--- config.mk ---
export PLATFORM = sky130hd
export DESIGN_NAME = pixel_frame_ctrl
export DESIGN_NICKNAME = d
export VERILOG_FILES = /design/src/rtl/pixel_ctrl_pkg.sv /design/src/rtl/pixel_conv_counter.sv /design/src/rtl/pixel_frame_ctrl.sv
export SDC_FILE = /design/constraint.sdc
export NUM_CORES = 1
export LEC_CHECK = 0
export CAP_MARGIN = 30
export CORE_MARGIN = 4
export CORE_UTILIZATION = 45
export CTS_BUF_LIST = sky130_fd_sc_hd__clkbuf_16
export DETAILED_ROUTE_END_ITERATION = 7
export DONT_BUFFER_PORTS = 1
export PLACE_DENSITY_LB_ADDON = 0.1
export SLEW_MARGIN = 20
export SYNTH_ARGS = -nofsm -noshare
export SYNTH_HDL_FRONTEND = slang
export SYNTH_SLANG_ARGS = --single-unit
--- constraint.sdc ---
create_clock -name clk -period 3.4 [get_ports clk]
set_input_delay 0.17 -clock clk [delete_from_list [all_inputs] [get_ports clk]]
set_output_delay 0.17 -clock clk [all_outputs]
set_load 0.02 [all_outputs]
--- src/rtl/pixel_ctrl_pkg.sv ---
// Shared types and defaults for the pixel frame sequencer.
// Build option GRAY_COUNT_EN (see pixel_conv_counter) selects the Gray-coded ramp count.
package pixel_ctrl_pkg;

  localparam int unsigned DEF_ERASE_CYCLES  = 5;
  localparam int unsigned DEF_EXPOSE_CYCLES = 255;
  localparam int unsigned DEF_DATA_W        = 8;
  localparam int unsigned DEF_N_PIX         = 4;

  // Frame phases, in the order a frame visits them.
  typedef enum logic [2:0] {
    S_IDLE     = 3'd0,
    S_ERASE    = 3'd1,
    S_EXPOSE   = 3'd2,
    S_CONVERT  = 3'd3,
    S_TURN     = 3'd4,
    S_READ_SET = 3'd5,
    S_READ_OUT = 3'd6
  } state_e;

  // Gray code of a zero-extended binary value; callers truncate to their width.
  function automatic logic [31:0] bin2gray(input logic [31:0] b);
    return b ^ (b >> 1);
  endfunction

endpackage

--- src/rtl/pixel_conv_counter.sv ---
// Conversion ramp counter: clear/enable binary count with registered code output.
// GRAY_COUNT_EN defined: o_code is the Gray code of the count; undefined: plain binary.
module pixel_conv_counter
  import pixel_ctrl_pkg::*;
#(
  parameter int DATA_W = DEF_DATA_W
) (
  input  logic              clk,
  input  logic              reset,
  input  logic              i_clr,
  input  logic              i_en,
  output logic [DATA_W-1:0] o_code,
  output logic              o_tc
);

  logic [DATA_W-1:0] r_count;
  logic [DATA_W-1:0] w_next_count;
  logic [DATA_W-1:0] w_next_code;

  // Next count: clear wins over enable, otherwise hold.
  always_comb begin
    // NOTE: every always_comb output gets a default first so no path can infer a latch.
    w_next_count = r_count;
    if (i_clr) begin
      w_next_count = '0;
    end else if (i_en) begin
      w_next_count = r_count + DATA_W'(1);
    end
`ifdef GRAY_COUNT_EN
    w_next_code = DATA_W'(bin2gray(32'(w_next_count)));
`else
    w_next_code = w_next_count;
`endif
  end

  // Count and its encoded form are both registered so o_code is glitch-free on the buses.
  always_ff @(posedge clk or posedge reset) begin
    if (reset) begin
      r_count <= '0;
      o_code  <= '0;
    end else begin
      // NOTE: sequential state uses non-blocking assignments so every flop samples pre-edge values.
      r_count <= w_next_count;
      o_code  <= w_next_code;
    end
  end

  assign o_tc = (r_count == {DATA_W{1'b1}});

endmodule

--- src/rtl/pixel_frame_ctrl.sv ---
// Frame sequencer for the pixel array: erase, expose, ramp conversion, then
// one-at-a-time readout of the latched pixel codes over a valid/ready stream.
// GRAY_COUNT_EN (in pixel_conv_counter) switches cnt_out to Gray code.
module pixel_frame_ctrl
  import pixel_ctrl_pkg::*;
#(
  parameter int ERASE_CYCLES  = DEF_ERASE_CYCLES,
  parameter int EXPOSE_CYCLES = DEF_EXPOSE_CYCLES,
  parameter int DATA_W        = DEF_DATA_W,
  parameter int N_PIX         = DEF_N_PIX,
  localparam int IDX_W        = (N_PIX > 1) ? $clog2(N_PIX) : 1
) (
  input  logic                    clk,
  input  logic                    reset,
  input  logic                    start,
  output logic                    erase,
  output logic                    expose,
  output logic                    convert,
  output logic [N_PIX-1:0]        read,
  output logic [DATA_W-1:0]       cnt_out,
  output logic                    cnt_oe,
  input  logic [N_PIX*DATA_W-1:0] pix_in,
  output logic [DATA_W-1:0]       out_data,
  output logic [IDX_W-1:0]        out_idx,
  output logic                    out_valid,
  input  logic                    out_ready,
  output logic                    busy,
  output logic                    frame_done
);

  localparam int PH_MAX = (ERASE_CYCLES > EXPOSE_CYCLES) ? ERASE_CYCLES : EXPOSE_CYCLES;
  localparam int PH_W   = $clog2(PH_MAX + 1);

  state_e           r_state;
  state_e           w_next_state;
  logic [PH_W-1:0]  r_phase;
  logic [PH_W-1:0]  w_next_phase;
  logic [IDX_W-1:0] r_k;
  logic [IDX_W-1:0] w_next_k;
  logic [N_PIX-1:0] w_next_read;
  logic             w_hs;
  logic             w_last_pix;
  logic             w_tc;
  logic             w_cnt_clr;
  logic             w_cnt_en;

  assign w_hs       = out_valid & out_ready;
  assign w_last_pix = (r_k == IDX_W'(N_PIX - 1));

  // The counter sits at zero outside CONVERT, so the first CONVERT cycle shows count 0.
  assign w_cnt_clr = (w_next_state != S_CONVERT);
  assign w_cnt_en  = (r_state == S_CONVERT);

  pixel_conv_counter #(
    .DATA_W (DATA_W)
  ) u_conv_counter (
    .clk    (clk),
    .reset  (reset),
    .i_clr  (w_cnt_clr),
    .i_en   (w_cnt_en),
    .o_code (cnt_out),
    .o_tc   (w_tc)
  );

  // Next-state, phase-counter and pixel-index logic.
  always_comb begin
    w_next_state = r_state;
    w_next_phase = r_phase;
    w_next_k     = r_k;
    case (r_state)
      S_IDLE: begin
        w_next_phase = '0;
        w_next_k     = '0;
        if (start) w_next_state = S_ERASE;
      end
      S_ERASE: begin
        if (r_phase == PH_W'(ERASE_CYCLES - 1)) begin
          w_next_state = S_EXPOSE;
          w_next_phase = '0;
        end else begin
          w_next_phase = r_phase + PH_W'(1);
        end
      end
      S_EXPOSE: begin
        if (r_phase == PH_W'(EXPOSE_CYCLES - 1)) begin
          w_next_state = S_CONVERT;
          w_next_phase = '0;
        end else begin
          w_next_phase = r_phase + PH_W'(1);
        end
      end
      S_CONVERT:  if (w_tc) w_next_state = S_TURN;
      S_TURN:     w_next_state = S_READ_SET;
      S_READ_SET: w_next_state = S_READ_OUT;
      S_READ_OUT: begin
        if (w_hs) begin
          if (w_last_pix) begin
            w_next_state = S_IDLE;
            w_next_k     = '0;
          end else begin
            w_next_state = S_READ_SET;
            w_next_k     = r_k + IDX_W'(1);
          end
        end
      end
      default: w_next_state = S_IDLE;
    endcase
  end

  // One-hot read strobe for the pixel the next cycle will address; zero outside readout.
  always_comb begin
    w_next_read = '0;
    if (w_next_state == S_READ_SET || w_next_state == S_READ_OUT) begin
      w_next_read[w_next_k] = 1'b1;
    end
  end

  // State, counters and strobes; strobes are decoded from the next state so they align with it.
  always_ff @(posedge clk or posedge reset) begin
    if (reset) begin
      r_state    <= S_IDLE;
      r_phase    <= '0;
      r_k        <= '0;
      erase      <= 1'b0;
      expose     <= 1'b0;
      convert    <= 1'b0;
      cnt_oe     <= 1'b0;
      read       <= '0;
      busy       <= 1'b0;
      frame_done <= 1'b0;
    end else begin
      r_state    <= w_next_state;
      r_phase    <= w_next_phase;
      r_k        <= w_next_k;
      erase      <= (w_next_state == S_ERASE);
      expose     <= (w_next_state == S_EXPOSE);
      convert    <= (w_next_state == S_CONVERT);
      cnt_oe     <= (w_next_state == S_CONVERT);
      read       <= w_next_read;
      busy       <= (w_next_state != S_IDLE);
      frame_done <= (r_state == S_READ_OUT) && w_hs && w_last_pix;
    end
  end

  // Output stream: capture pixel k on entry to READ_OUT, hold until the consumer accepts.
  always_ff @(posedge clk or posedge reset) begin
    if (reset) begin
      out_data  <= '0;
      out_idx   <= '0;
      out_valid <= 1'b0;
    end else if (r_state == S_READ_SET) begin
      out_data  <= pix_in[int'(r_k) * DATA_W +: DATA_W];
      out_idx   <= r_k;
      out_valid <= 1'b1;
    end else if (w_hs) begin
      out_valid <= 1'b0;
    end
  end

endmodule

==> out/qor.yml <==
sta:
  fin_crit_sh: 0.661
  grt_setup_unrepaired: "false"
  relSlewSlack: 0.344
  setup_violations: 0
  timing.final.max_slew_violations: 0
  fin_skew_ns: 0.00509
  tightest_slew_ns: 0.984
  period_minus_slack_ns: 2.25
  max_freq_mhz: 445
  finalHoldViolations: 0
  fin_tns_setup_ns: 0
layout:
  area_growth_pct: 10.1
  fin_cells: 244
  nFillCells: 396
  num_antenna_cells: 0
  nets: 232
  drive_above_1_share: 0.161
clock_tree:
  numCtsBuffers: 5
  clk_pin_slew_ns: 0.06
  cts_setup_buffers: 0
  clock_path_buffers: 2
  htreeDepth: 2
  cts_tree: "done"
  cts_num_sinks: 41
  root_buffer: "clkbuf_16"
  clkLatencyLatePin_ns: 0.28
routing:
  vias: 1491
  drt-vias-per-instance: 6.11
  routedWlPerCell_um: 17.3
  drc_errors: 0
  drtPass1Iterations: 4
  drt-total-wl_um: 4220
  drtIter0Drc: 54
  final_antenna_net_count: 0
power_and_ir_drop:
  power.share.sequential: 0.425
  p_per_area_mw_per_mm2: 659
  ir_drop_mv: 0.321
  clkPwrFrac: 0.329
  swShare: 0.328
  p_switching_mw: 0.509
  pwr-share-comb: 0.246
  p_int_mw: 1.04
  p_leak_nw: 0.996
logic_synthesis:
  ys_ff_latch: 41
  netlist_area_mm2: 0.00214
  synth_fa_ha_area_frac: 0.0292
  synth_mux_area_frac: 0.137
  synthSimpleGateAreaFrac: 0.182
  synth_cell_types: 44
  synth_edf_count: 0
  synth_top_family_by_area: "simple AND/OR/NAND/NOR gates"
  synth-seq-area-share: 0.480
  synthArstFlopShare: 1.00
  netlist_instances: 191
  synth_compound_area_frac: 0.103
  ys_warn_count: 0
  synthFlopType: "dfrtp_1"
  synth_nets: 232
  syn_avg_cell_area_um2: 11.2
  synth-xor-area-share: 0.0327
die:
  start_util: 0.478
  rows: 24
  dieHeight_um: 77.0
  core_mm2: 0.00447
  die_width_um: 77.0
  dieArea_mm2: 0.00592
  ios: 65
global_routing:
  grt_pass1_wl_um: 7260
  grt_usage: 0.152
  grt_max_degree: 42
  grt-ovfl-total: 0
  antenna_found_initial: 0
  grt_pass1_vias: 1513
worst_setup_path:
  crit_type: "register to register"
  crit_path_start: "u_conv_counter.o_code[0]$_DFFE_PP0P_"
  arrival_ns: 2.46
  start_kind: "register"
  crit_path_end_kind: "register"
  crit_fanout: 12
  r2r_start: "u_conv_counter.o_code[0]$_DFFE_PP0P_"
  cp.required_ns: 3.61
job:
  maxCapViolations: 0
placement:
  place.gp.congestion: 0.801
  dp.cells: 234
  port-buffer-count: 0
  hpwl_um: 3070
hold_path:
  worstHoldStart: "pix_in[6]"
  hp-class: "input pin to register"
status:
  status: "completed"
cell usage in the layout (no fill, tap or decap), drive strengths merged, types with 6 or more instances in the layout:
cell type	instances
nand3	7
dfrtp	41
mux4	8
nand2	10
inv	10
nand4	7
a21oi	7
nor2	15
o21ai	7
mux2	10
and3	6
synthesized netlist by cell type (all sizes together), types with 4 or more instances:
cell,n,area (um2)
xnor2,5,43.8
inv,9,33.8
nor3b,4,30.0
a21oi,7,35.0
nand4,7,43.8
mux4,8,180
nor2,15,71.3
mux2,10,113
nand2,10,37.5
dfrtp,41,1030
o21ai,7,35.0
nand3,7,35.0
clkbuf,7,26.3
and3,6,37.5
ha,5,62.6
worst max-delay path, cell delays in order, from the launching register on:
cell and delay [ns]:
dfrtp_1 0.51, ha_1 0.26, and3_1 0.16, nand3_1 0.14
a22oi_1 0.82, and3_1 0.28
power groups by stage:
| stage | sequential, mW | combinational (mW) | clock (mW) |
|---|---|---|---|
| final | 0.660 | 0.382 | 0.511 |
| after floorplan | 0.621 | 0.365 | 0 |
| after detailed placement | 0.668 | 0.381 | 0 |
| after global placement | 0.666 | 0.369 | 0 |
| after CTS | 0.659 | 0.385 | 0.530 |
| after global routing | 0.671 | 0.438 | 0.549 |
stage by stage:
step | total power [mW] | hold WS, ns | instance area [um2] | worst slack, ns | utilization
floorplan | 0.986 | 0.251 | 2140 | 1.57 | -
global placement | 1.03 | 0.212 | 2170 | 1.25 | 0.485
detailed placement | 1.05 | 0.223 | 2170 | 1.14 | 0.485
CTS | 1.58 | 0.243 | 2350 | 1.12 | 0.525
global route | 1.66 | 0.254 | 2350 | 0.906 | 0.526
finish | 1.55 | 0.251 | 2350 | 1.15 | 0.526
metal layers:
layer / GRT usage / share of wire
met3: 0.0597 / 0.079
met2: 0.265 / 0.51
met5: 0 / 0
met4: 0.0489 / 0.0078
met1: 0.171 / 0.40
flip-flops by register name, summed over array words and instances, names as in the netlist:
| register | cells |
|---|---|
| cnt_oe | 1 |
| u_conv_counter.o_code | 8 |
| out_valid | 1 |
| frame_done | 1 |
| busy | 1 |
| r_state | 3 |
| r_phase | 8 |
| read | 4 |
| expose | 1 |
| out_idx | 2 |
| erase | 1 |
| out_data | 8 |
| r_k | 2 |
final timing paths:
kind | end | slack (ns) | cells after the start
max in group asynchronous | out_data[2]$_DFFE_PP0P_ | 2.57 | 3
hold reg to reg | r_phase[0]$_DFFE_PP0P_ | 0.52 | 1
min in group asynchronous | out_data[5]$_DFFE_PP0P_ | 0.46 | 3
setup reg to reg | expose$_DFF_PP0_ | 1.15 | 5
setup / recovery | expose$_DFF_PP0_ | 1.15 | 5
hold / removal | out_data[6]$_DFFE_PP0P_ | 0.25 | 2
timing repair:
| item | in CTS | in global routing |
|---|---|---|
| resized for setup | 0 | 0 |
| setup endpoints to repair | 0 | 0 |
| hold endpoints to repair | 42 | 0 |
| hold buffers | 2 | 0 |
final cells by class:
class | count | area [um2] | area share
Clock inverter | 3 | 37.5 | 0.0159
Inverter | 9 | 33.8 | 0.0143
Clock buffer | 5 | 125 | 0.0531
Timing Repair Buffer | 3 | 27.5 | 0.0117
Multi-Input combinational cell | 131 | 1040 | 0.442
Sequential cell | 41 | 1030 | 0.436
Tap cell | 52 | 65.1 | 0.0276
logic make-up after synthesis:
group                      Yosys count
xor gates and xnor gates             8
adders and majority gates            5
and+or+nand+nor                     68
buffers and inverters               19
AOI/OAI and AO/OA                   32
muxes                               18
DFF                                 41
Note: power is estimated with default switching activity, not from simulation.
